--- src/rtl/riscv_core_div_sequencer.sv ---
// Multi-cycle RV64M divide sequencer (DIV/DIVU/REM/REMU and W variants).
// Restoring divider, one quotient bit per cycle. Special cases
// (divide-by-zero, signed overflow) complete right after acceptance.
module riscv_core_div_sequencer #(
  parameter int XLEN = 64
) (
  input  logic            i_div_clk,
  input  logic            i_div_rst_n,
  input  logic            i_div_valid,
  output logic            o_div_ready,
  input  logic [2:0]      i_div_funct3,
  input  logic            i_div_word,
  input  logic [XLEN-1:0] i_div_rs1,
  input  logic [XLEN-1:0] i_div_rs2,
  input  logic            i_div_flush,
  output logic            o_div_valid,
  output logic [XLEN-1:0] o_div_result,
  input  logic            i_div_result_ready
);

  localparam int CW = $clog2(XLEN) + 1;

  typedef enum logic [1:0] {S_IDLE, S_CALC, S_FIX, S_DONE} state_t;

  state_t          state;
  logic [XLEN:0]   rem;
  logic [XLEN-1:0] quo;
  logic [XLEN-1:0] dsr;
  logic [CW-1:0]   cnt;
  logic            sign_q;
  logic            sign_r;
  logic            sel_rem;
  logic            word_q;

  logic            accept;
  logic            signed_op;
  logic            a_neg;
  logic            b_neg;
  logic            is_zero;
  logic            is_ovf;
  logic [XLEN-1:0] a_ext;
  logic [XLEN-1:0] b_ext;
  logic [XLEN-1:0] a_mag;
  logic [XLEN-1:0] b_mag;
  logic [XLEN-1:0] min_val;
  logic [XLEN-1:0] spec_sel;
  logic [XLEN-1:0] spec_res;
  logic [XLEN-1:0] dvd_init;

  logic [XLEN:0]   rem_sh;
  logic            ge;
  logic [XLEN:0]   rem_nx;
  logic [XLEN-1:0] q_fix;
  logic [XLEN-1:0] r_fix;
  logic [XLEN-1:0] sel_fix;
  logic [XLEN-1:0] res_fix;

  // Operand preparation, evaluated on the request inputs. The PREP step is
  // folded into the acceptance edge so that a normal op takes N+2 edges and
  // a special case takes a single edge.
  always_comb begin
    accept    = i_div_valid & o_div_ready & ~i_div_flush & i_div_funct3[2];
    signed_op = ~i_div_funct3[0];
    if (i_div_word) begin
      a_ext   = {{(XLEN-32){signed_op & i_div_rs1[31]}}, i_div_rs1[31:0]};
      b_ext   = {{(XLEN-32){signed_op & i_div_rs2[31]}}, i_div_rs2[31:0]};
      min_val = {{(XLEN-31){1'b1}}, {31{1'b0}}};
    end else begin
      a_ext   = i_div_rs1;
      b_ext   = i_div_rs2;
      min_val = {1'b1, {(XLEN-1){1'b0}}};
    end
    a_neg    = signed_op & a_ext[XLEN-1];
    b_neg    = signed_op & b_ext[XLEN-1];
    a_mag    = a_neg ? -a_ext : a_ext;
    b_mag    = b_neg ? -b_ext : b_ext;
    is_zero  = (b_ext == '0);
    is_ovf   = signed_op & (a_ext == min_val) & (b_ext == '1);
    if (is_zero) spec_sel = i_div_funct3[1] ? a_ext : '1;
    else         spec_sel = i_div_funct3[1] ? '0 : a_ext;
    spec_res = i_div_word ? {{(XLEN-32){spec_sel[31]}}, spec_sel[31:0]} : spec_sel;
    // Word dividends sit at the top so the same MSB-first shift applies.
    dvd_init = i_div_word ? {a_mag[31:0], {(XLEN-32){1'b0}}} : a_mag;
  end

  // One restoring iteration plus the sign fix-up and result selection.
  always_comb begin
    rem_sh  = {rem[XLEN-1:0], quo[XLEN-1]};
    ge      = (rem_sh >= {1'b0, dsr});
    rem_nx  = ge ? (rem_sh - {1'b0, dsr}) : rem_sh;
    q_fix   = sign_q ? -quo : quo;
    r_fix   = sign_r ? -rem[XLEN-1:0] : rem[XLEN-1:0];
    sel_fix = sel_rem ? r_fix : q_fix;
    res_fix = word_q ? {{(XLEN-32){sel_fix[31]}}, sel_fix[31:0]} : sel_fix;
  end

  // Sequencer FSM with registered handshake outputs and result.
  always_ff @(posedge i_div_clk or negedge i_div_rst_n) begin
    if (!i_div_rst_n) begin
      state        <= S_IDLE;
      o_div_ready  <= 1'b1;
      o_div_valid  <= 1'b0;
      o_div_result <= '0;
      rem          <= '0;
      quo          <= '0;
      dsr          <= '0;
      cnt          <= '0;
      sign_q       <= 1'b0;
      sign_r       <= 1'b0;
      sel_rem      <= 1'b0;
      word_q       <= 1'b0;
    end else if (i_div_flush) begin
      state       <= S_IDLE;
      o_div_ready <= 1'b1;
      o_div_valid <= 1'b0;
    end else begin
      case (state)
        S_IDLE: begin
          if (accept) begin
            o_div_ready <= 1'b0;
            sign_q      <= a_neg ^ b_neg;
            sign_r      <= a_neg;
            sel_rem     <= i_div_funct3[1];
            word_q      <= i_div_word;
            if (is_zero || is_ovf) begin
              o_div_result <= spec_res;
              o_div_valid  <= 1'b1;
              state        <= S_DONE;
            end else begin
              rem   <= '0;
              quo   <= dvd_init;
              dsr   <= b_mag;
              cnt   <= i_div_word ? CW'(32) : CW'(XLEN);
              state <= S_CALC;
            end
          end
        end
        S_CALC: begin
          rem <= rem_nx;
          quo <= {quo[XLEN-2:0], ge};
          cnt <= cnt - 1'b1;
          if (cnt == CW'(1)) state <= S_FIX;
        end
        S_FIX: begin
          o_div_result <= res_fix;
          o_div_valid  <= 1'b1;
          state        <= S_DONE;
        end
        S_DONE: begin
          if (i_div_result_ready) begin
            o_div_valid <= 1'b0;
            o_div_ready <= 1'b1;
            state       <= S_IDLE;
          end
        end
        default: begin
          state       <= S_IDLE;
          o_div_ready <= 1'b1;
          o_div_valid <= 1'b0;
        end
      endcase
    end
  end

endmodule
--- config.mk ---
export PLATFORM = sky130hd
export DESIGN_NAME = riscv_core_div_sequencer
export DESIGN_NICKNAME = d
export VERILOG_FILES = /design/src/rtl/riscv_core_div_sequencer.sv
export SDC_FILE = /design/constraint.sdc
export NUM_CORES = 1
export LEC_CHECK = 0
export CORE_MARGIN = 1.5
export CORE_UTILIZATION = 55
export CTS_CLUSTER_DIAMETER = 80
export DETAILED_ROUTE_END_ITERATION = 16
export HOLD_SLACK_MARGIN = 0.1
export MAX_ROUTING_LAYER = met4
export PLACE_DENSITY = 0.76
export SYNTH_ARGS = -nofsm -noshare
export SYNTH_HDL_FRONTEND = slang
export SYNTH_SLANG_ARGS = --single-unit
--- constraint.sdc ---
create_clock -name i_div_clk -period 5.1 [get_ports i_div_clk]
set_input_delay 0.765 -clock i_div_clk [delete_from_list [all_inputs] [get_ports i_div_clk]]
set_output_delay 0.765 -clock i_div_clk [all_outputs]
set_load 0.01 [all_outputs]
## Word level (Yosys, flattened, before mapping)

Cells that the tools add are included.

- Reductions and logical operators: 14
- Equality and inequality tests: 13
- Divide/modulo/power cells: 0
- Add/subtract/negate cells: 6
- Shift-type cells: 0
- Magnitude comparators: 1
- Mux-type cells: 43
- Multiply operators: 0
- Bitwise operators: 13

Operators by type and width:

| cell | number |
|---|---|
| 2-to-1 mux 64 bit | 20 |
| one-hot mux 64 bit (2 select lines) | 3 |
| negation 64 bit | 4 |
| >= comparator 65 x 64 -> 1 bit | 1 |
| == test 64 bit | 1 |
| == test 64 bit (second input constant) | 1 |
| logical NOT 64 bit | 1 |
| subtractor 64 bit | 1 |
| 2-to-1 mux 63 bit | 1 |
| 2-to-1 mux 7 bit | 3 |
| AND reduction 4 bit | 4 |
| one-hot mux 7 bit (2 select lines) | 1 |
| != test 3 bit (second input constant) | 4 |
| 2-to-1 mux 2 bit | 5 |
| bitwise AND 1 bit | 9 |
| AND reduction 3 bit | 3 |
| one-hot mux 2 bit (4 select lines) | 1 |
| == test 7 x 1 -> 1 bit (second input constant) | 1 |
| 2-to-1 mux 1 bit | 7 |
| subtractor 7 x 1 -> 7 bit (second input constant) | 1 |
| != test 2 bit (second input constant) | 3 |
| == test 2 bit (second input constant) | 2 |
| nonzero test 2 bit | 2 |
| nonzero test 4 bit | 1 |
| 8 further kinds | 10 |

- Latch bits: 0
- Memory bits (read-only): 0
- Word-level logic and storage cells: 102
- Flip-flop bits (word level): 271
- Bits of input ports: 137
- Output and inout port bits: 66
- Memories: 0
- RAM bits: 0

## Longest topological paths before layout

- Depth in word-level cells: 11
- Depth in mapped cells: 17

## Worst setup path after synthesis

No wires, ideal clock.

- Path kind: input port to flip-flop
- Start: input i_div_rs1[13]
- End: register o_div_result[34]
- Arrival time: 3.955 ns
- Buffers on the path: 3
- Data required time: 4.966 ns
- Stages on the path: 14
- Setup slack: 1.011 ns
- Library setup time: 0.134 ns
- Cells stage by stage: or4_1 or4_1 nor4b_1 and3_1 and3_1 a41oi_1 nor2_1 mux2i_1 or2_2 buf_2 clkbuf_1 clkbuf_1 nand2_1 o21ai_0

- Cells in the longest elaborated chain, start to end: 7

Ends and longest elaborated chain:

| element | RTL line | RTL |
|---|---|---|
| start: declaration | 13 | `input logic [XLEN-1:0] i_div_rs1,` |
| 2-to-1 mux 64 bit | 64 | `if (i_div_word) begin` |
| == test 64 bit | 78 | `is_ovf = signed_op & (a_ext == min_val) & (b_ext == '1);` |
| bitwise AND 1 bit (2 in series) | 78 |  |
| logical OR 1 bit | 125 | `if (is_zero \|\| is_ovf) begin` |
| != test 2 bit (no source line) | -- |  |
| AND reduction 4 bit (no source line) | -- |  |
| end signal: assignment | 126 | `o_div_result <= spec_res;` |
| end signal: assignment | 145 | `o_div_result <= res_fix;` |
| end: declaration | 17 | `output logic [XLEN-1:0] o_div_result,` |

Every way passes these cells.
A chain may end at the register's enable or synchronous reset.

## Worst setup path after layout

- Start: input i_div_rs1[13]
- End: register quo[53]

- Cells in the longest elaborated chain, start to end: 7
- Elaborated cells between the ends (all ways): 13
- Those cells by class: add/sub (1); eq/ne (2); mux (6); bitwise (2); reduce/logical (2)

Ends and longest elaborated chain:

| element | RTL line | RTL |
|---|---|---|
| 2-to-1 mux 64 bit (*) | 64 |  |
| negation 64 bit or == test 64 bit (tied branches) | 75, 78 |  |
| 2-to-1 mux 64 bit or bitwise AND 1 bit (tied branches) | 75, 78 |  |
| 2-to-1 mux 64 bit or bitwise AND 1 bit (tied branches) | 83, 78 |  |
| 2-to-1 mux 64 bit or logical OR 1 bit (tied branches) | 125 |  |
| 2-to-1 mux 64 bit or != test 2 bit (tied branches) | -- |  |
| one-hot mux 64 bit (2 select lines) or AND reduction 4 bit (tied branches) | -- |  |
| end signal: assignment | 131 | `quo <= dvd_init;` |
| end signal: assignment | 140 | `quo <= {quo[XLEN-2:0], ge};` |
| end: declaration | 27 | `logic [XLEN-1:0] quo;` |

Every way passes the cells marked *; elsewhere a longest branch is shown, timed or not. The select of a mux whose other input is x is not followed.

==> impl_metrics.tcl <==
set metrics [dict create \
    hold_buffers 0 \
    clock_latency_ns 0.57 \
    final_max_slew_viol_count 0 \
    cts.reportedPaths.clkPinSlew_ns 0.06 \
    r2r-end "o_div_result[42]" \
    clock.fmax_ghz 0.223 \
    drive_gt1_share_pct 5.01 \
    vias 25200 \
    layout.nets 3541 \
    cts_tree "built" \
    io_pins 203 \
    initial_core_util_pct 56.0 \
    start_kind "input port" \
    dp.cells 3831 \
    regArea_um2 6790 \
    tightest_slew_ns 1.25 \
    yosys_warnings 0 \
    fin_cells 3892 \
    syn_area_um2 23500 \
    crit_path_max_fanout 4 \
    cts_sinks 271 \
    ys_types 74 \
    power_switching_w 0.00866 \
    pwr-share-clk_pct 15.1 \
    r2r-start "quo[14]" \
    p_seq_share_pct 24.4 \
    synth_ff_type "dfrtp_1" \
    async_flop_share_pct 100 \
    n_antenna_cell 0 \
    post-route-period-util_pct 88.0 \
    max_cap_viol_count 0 \
    final_common_cell "o21ai_0" \
    multiInputGateArea_um2 15400 \
    ys_seq_elements 271 \
    clock_skew_ns 0.0190 \
    worst-r2r-setup-slack_ns 0.69 \
    synth_nets 3443 \
    finalSetupViolCount 0 \
    peakVddDrop_uv 342 \
    hold_class "input port to asynchronous set/reset pin" \
    cp-end-kind "flop" \
    htreeDepth 2 \
    core_um2 42000 \
    routed_via_density 6.46 \
    hold_viol 0 \
    final.min_clock_period_ns 4.49 \
    grt_pass1_vias 23600 \
    avgSynthCellArea_um2 7.29 \
    drt-wirelength-per-cell_um 22.3 \
    fillers 3695 \
    cts_max_path_buffers 3 \
    die_x_um 210 \
    drtIter0Drc 3176 \
    status "complete, no violations" \
    seq_area_frac_synth_pct 28.8 \
    grt_pass1_wl_um 134000 \
    cts-root-buf "clkbuf_16" \
    dr.pass1.iters 6 \
    switching_share_pct 49.5 \
    cts-resized-gates 0 \
    grt_start_max_net_pins 143 \
    ant_nets 0 \
    overflow 0 \
    p_int_w 0.00885 \
    antenna_found_initial 0 \
    drc 0 \
    pwr_density_cell_nw_per_um2 640 \
    grtUsageTotal_pct 40.0 \
    synth_cells 3230 \
    fin_setup_tns_ns 0 \
    place_congestion 1.05 \
    power_frac_comb_pct 60.5 \
    leakage_nw 11.4 \
    timing.hold.ws_ns 0.208 \
    layout_common_cells "o21ai_0 (433), nand2_1 (431), a21oi_1 (332)" \
    worstPathRequired_ns 5.58 \
    portBuffers 202 \
    grt_setup_unrepaired "false" \
    die_area_um2 44000 \
    die_y_um 210 \
    synth_enable_flop_cells 0 \
    slew_headroom_pct 16.2 \
    cts_buffers 34 \
    hpwl_um 66000 \
    post_cts_buffers 0 \
    wirelength_um 86900 \
    crit_type "input port to flop" \
    area_growth_pct 16.3 \
    worstPathArrival_ns 4.97 \
    row_count 75 \
    post-route-util_pct 65.1 \
    r2r_cells 13 \
]
-- area by class of cell --
cell class | count | area share [%]
multi-input combinational | 2581 | 56.2
sequential | 271 | 24.8
timing repair buffer | 278 | 9.92
clock buffer | 45 | 3.44
tap | 539 | 2.46
inverter | 162 | 2.22
clock inverter | 16 | 0.946
-- Yosys cell counts (28+ instances only) --
cell type / instances / area share (%)
nor2_1: 271 / 4.3
a211oi_1: 67 / 2.1
nor4_1: 30 / 0.80
o31ai_1: 56 / 1.8
mux2i_1: 34 / 1.4
a31oi_1: 35 / 0.93
a21oi_1: 335 / 7.1
inv_1: 160 / 2.6
nand2_1: 431 / 6.9
nand4_1: 58 / 1.5
xor2_1: 143 / 5.3
or4_1: 28 / 0.89
nor3_1: 66 / 1.4
ha_1: 75 / 4.0
xnor2_1: 151 / 5.6
clkbuf_1: 193 / 3.1
o21ai_0: 433 / 9.2
nand3_1: 31 / 0.66
dfrtp_1: 270 / 29
o41ai_1: 31 / 1.2
a21o_1: 42 / 1.3
-- power groups by stage --
stage | sequential (W) | clock [W] | combinational (W)
3_3_place_gp | 0.00418 | 0 | 0.0101
2_1_floorplan | 0.00389 | 0 | 0.00733
4_1_cts | 0.00422 | 0.00266 | 0.0104
3_5_place_dp | 0.00424 | 0 | 0.0103
5_1_grt | 0.00438 | 0.00274 | 0.0116
6_report | 0.00428 | 0.00264 | 0.0106
-- metal layers --
layer	vias to the layer above	wire, um	global-route usage (%)
met1	11800	35400	52.5
met2	1415	38800	60.9
li1	11700	-	-
met3	237	8330	6.28
met5	-	0	-
met4	0	4320	18.3
-- per-stage QoR --
| step | cell area, um2 | worst slack (ns) | power, W |
|---|---|---|---|
| 2_1_floorplan | 23500 | 1.01 | 0.0112 |
| 3_3_place_gp | 26200 | 0.148 | 0.0143 |
| 3_5_place_dp | 26200 | 0.122 | 0.0146 |
| 4_1_cts | 27400 | 0.677 | 0.0173 |
| 5_1_grt | 27400 | 0.468 | 0.0187 |
| 6_report | 27400 | 0.611 | 0.0175 |
-- logic make-up after synthesis --
family	Yosys count	synth area share (%)
compound gates	1150	28.8
simple gates	1023	19.6
buf+inv	378	6.08
xor+xnor	294	10.9
flops	271	28.8
fa+ha+maj	78	4.16
mux	36	1.54
-- sequential cells by signal, summed over array words and instances (netlist names), 2 cells and up --
| register | flops |
|---|---|
| o_div_result | 64 |
| state | 2 |
| quo | 64 |
| cnt | 7 |
| dsr | 64 |
| rem | 64 |
-- worst max path at each step --
stage	startpoint	to	slack, ns	cells after the start
after floorplan	i_div_rs1[13]	o_div_result[34]	1.01	14
after global placement	i_div_rs1[13]	quo[61]	0.15	13
after detailed placement	i_div_rs1[13]	quo[61]	0.12	13
after CTS	i_div_rs1[13]	quo[53]	0.68	13
after global routing	i_div_rs1[13]	quo[53]	0.47	13
final	i_div_rs1[13]	quo[53]	0.61	13
-- worst max-delay path: stages --
cell	delay, ns
clkdlybuf4s50_1	0.48
or4_1	0.66
or4_1	0.52
nor4bb_1	0.49
nand4_1	0.31
or4_1	0.61
a211oi_1	0.32
nor2_1	0.10
xnor2_1	0.14
nor2_1	0.05
a211oi_1	0.27
a21oi_1	0.07
o21ai_0	0.17
Power figures use the tool's default switching activity.
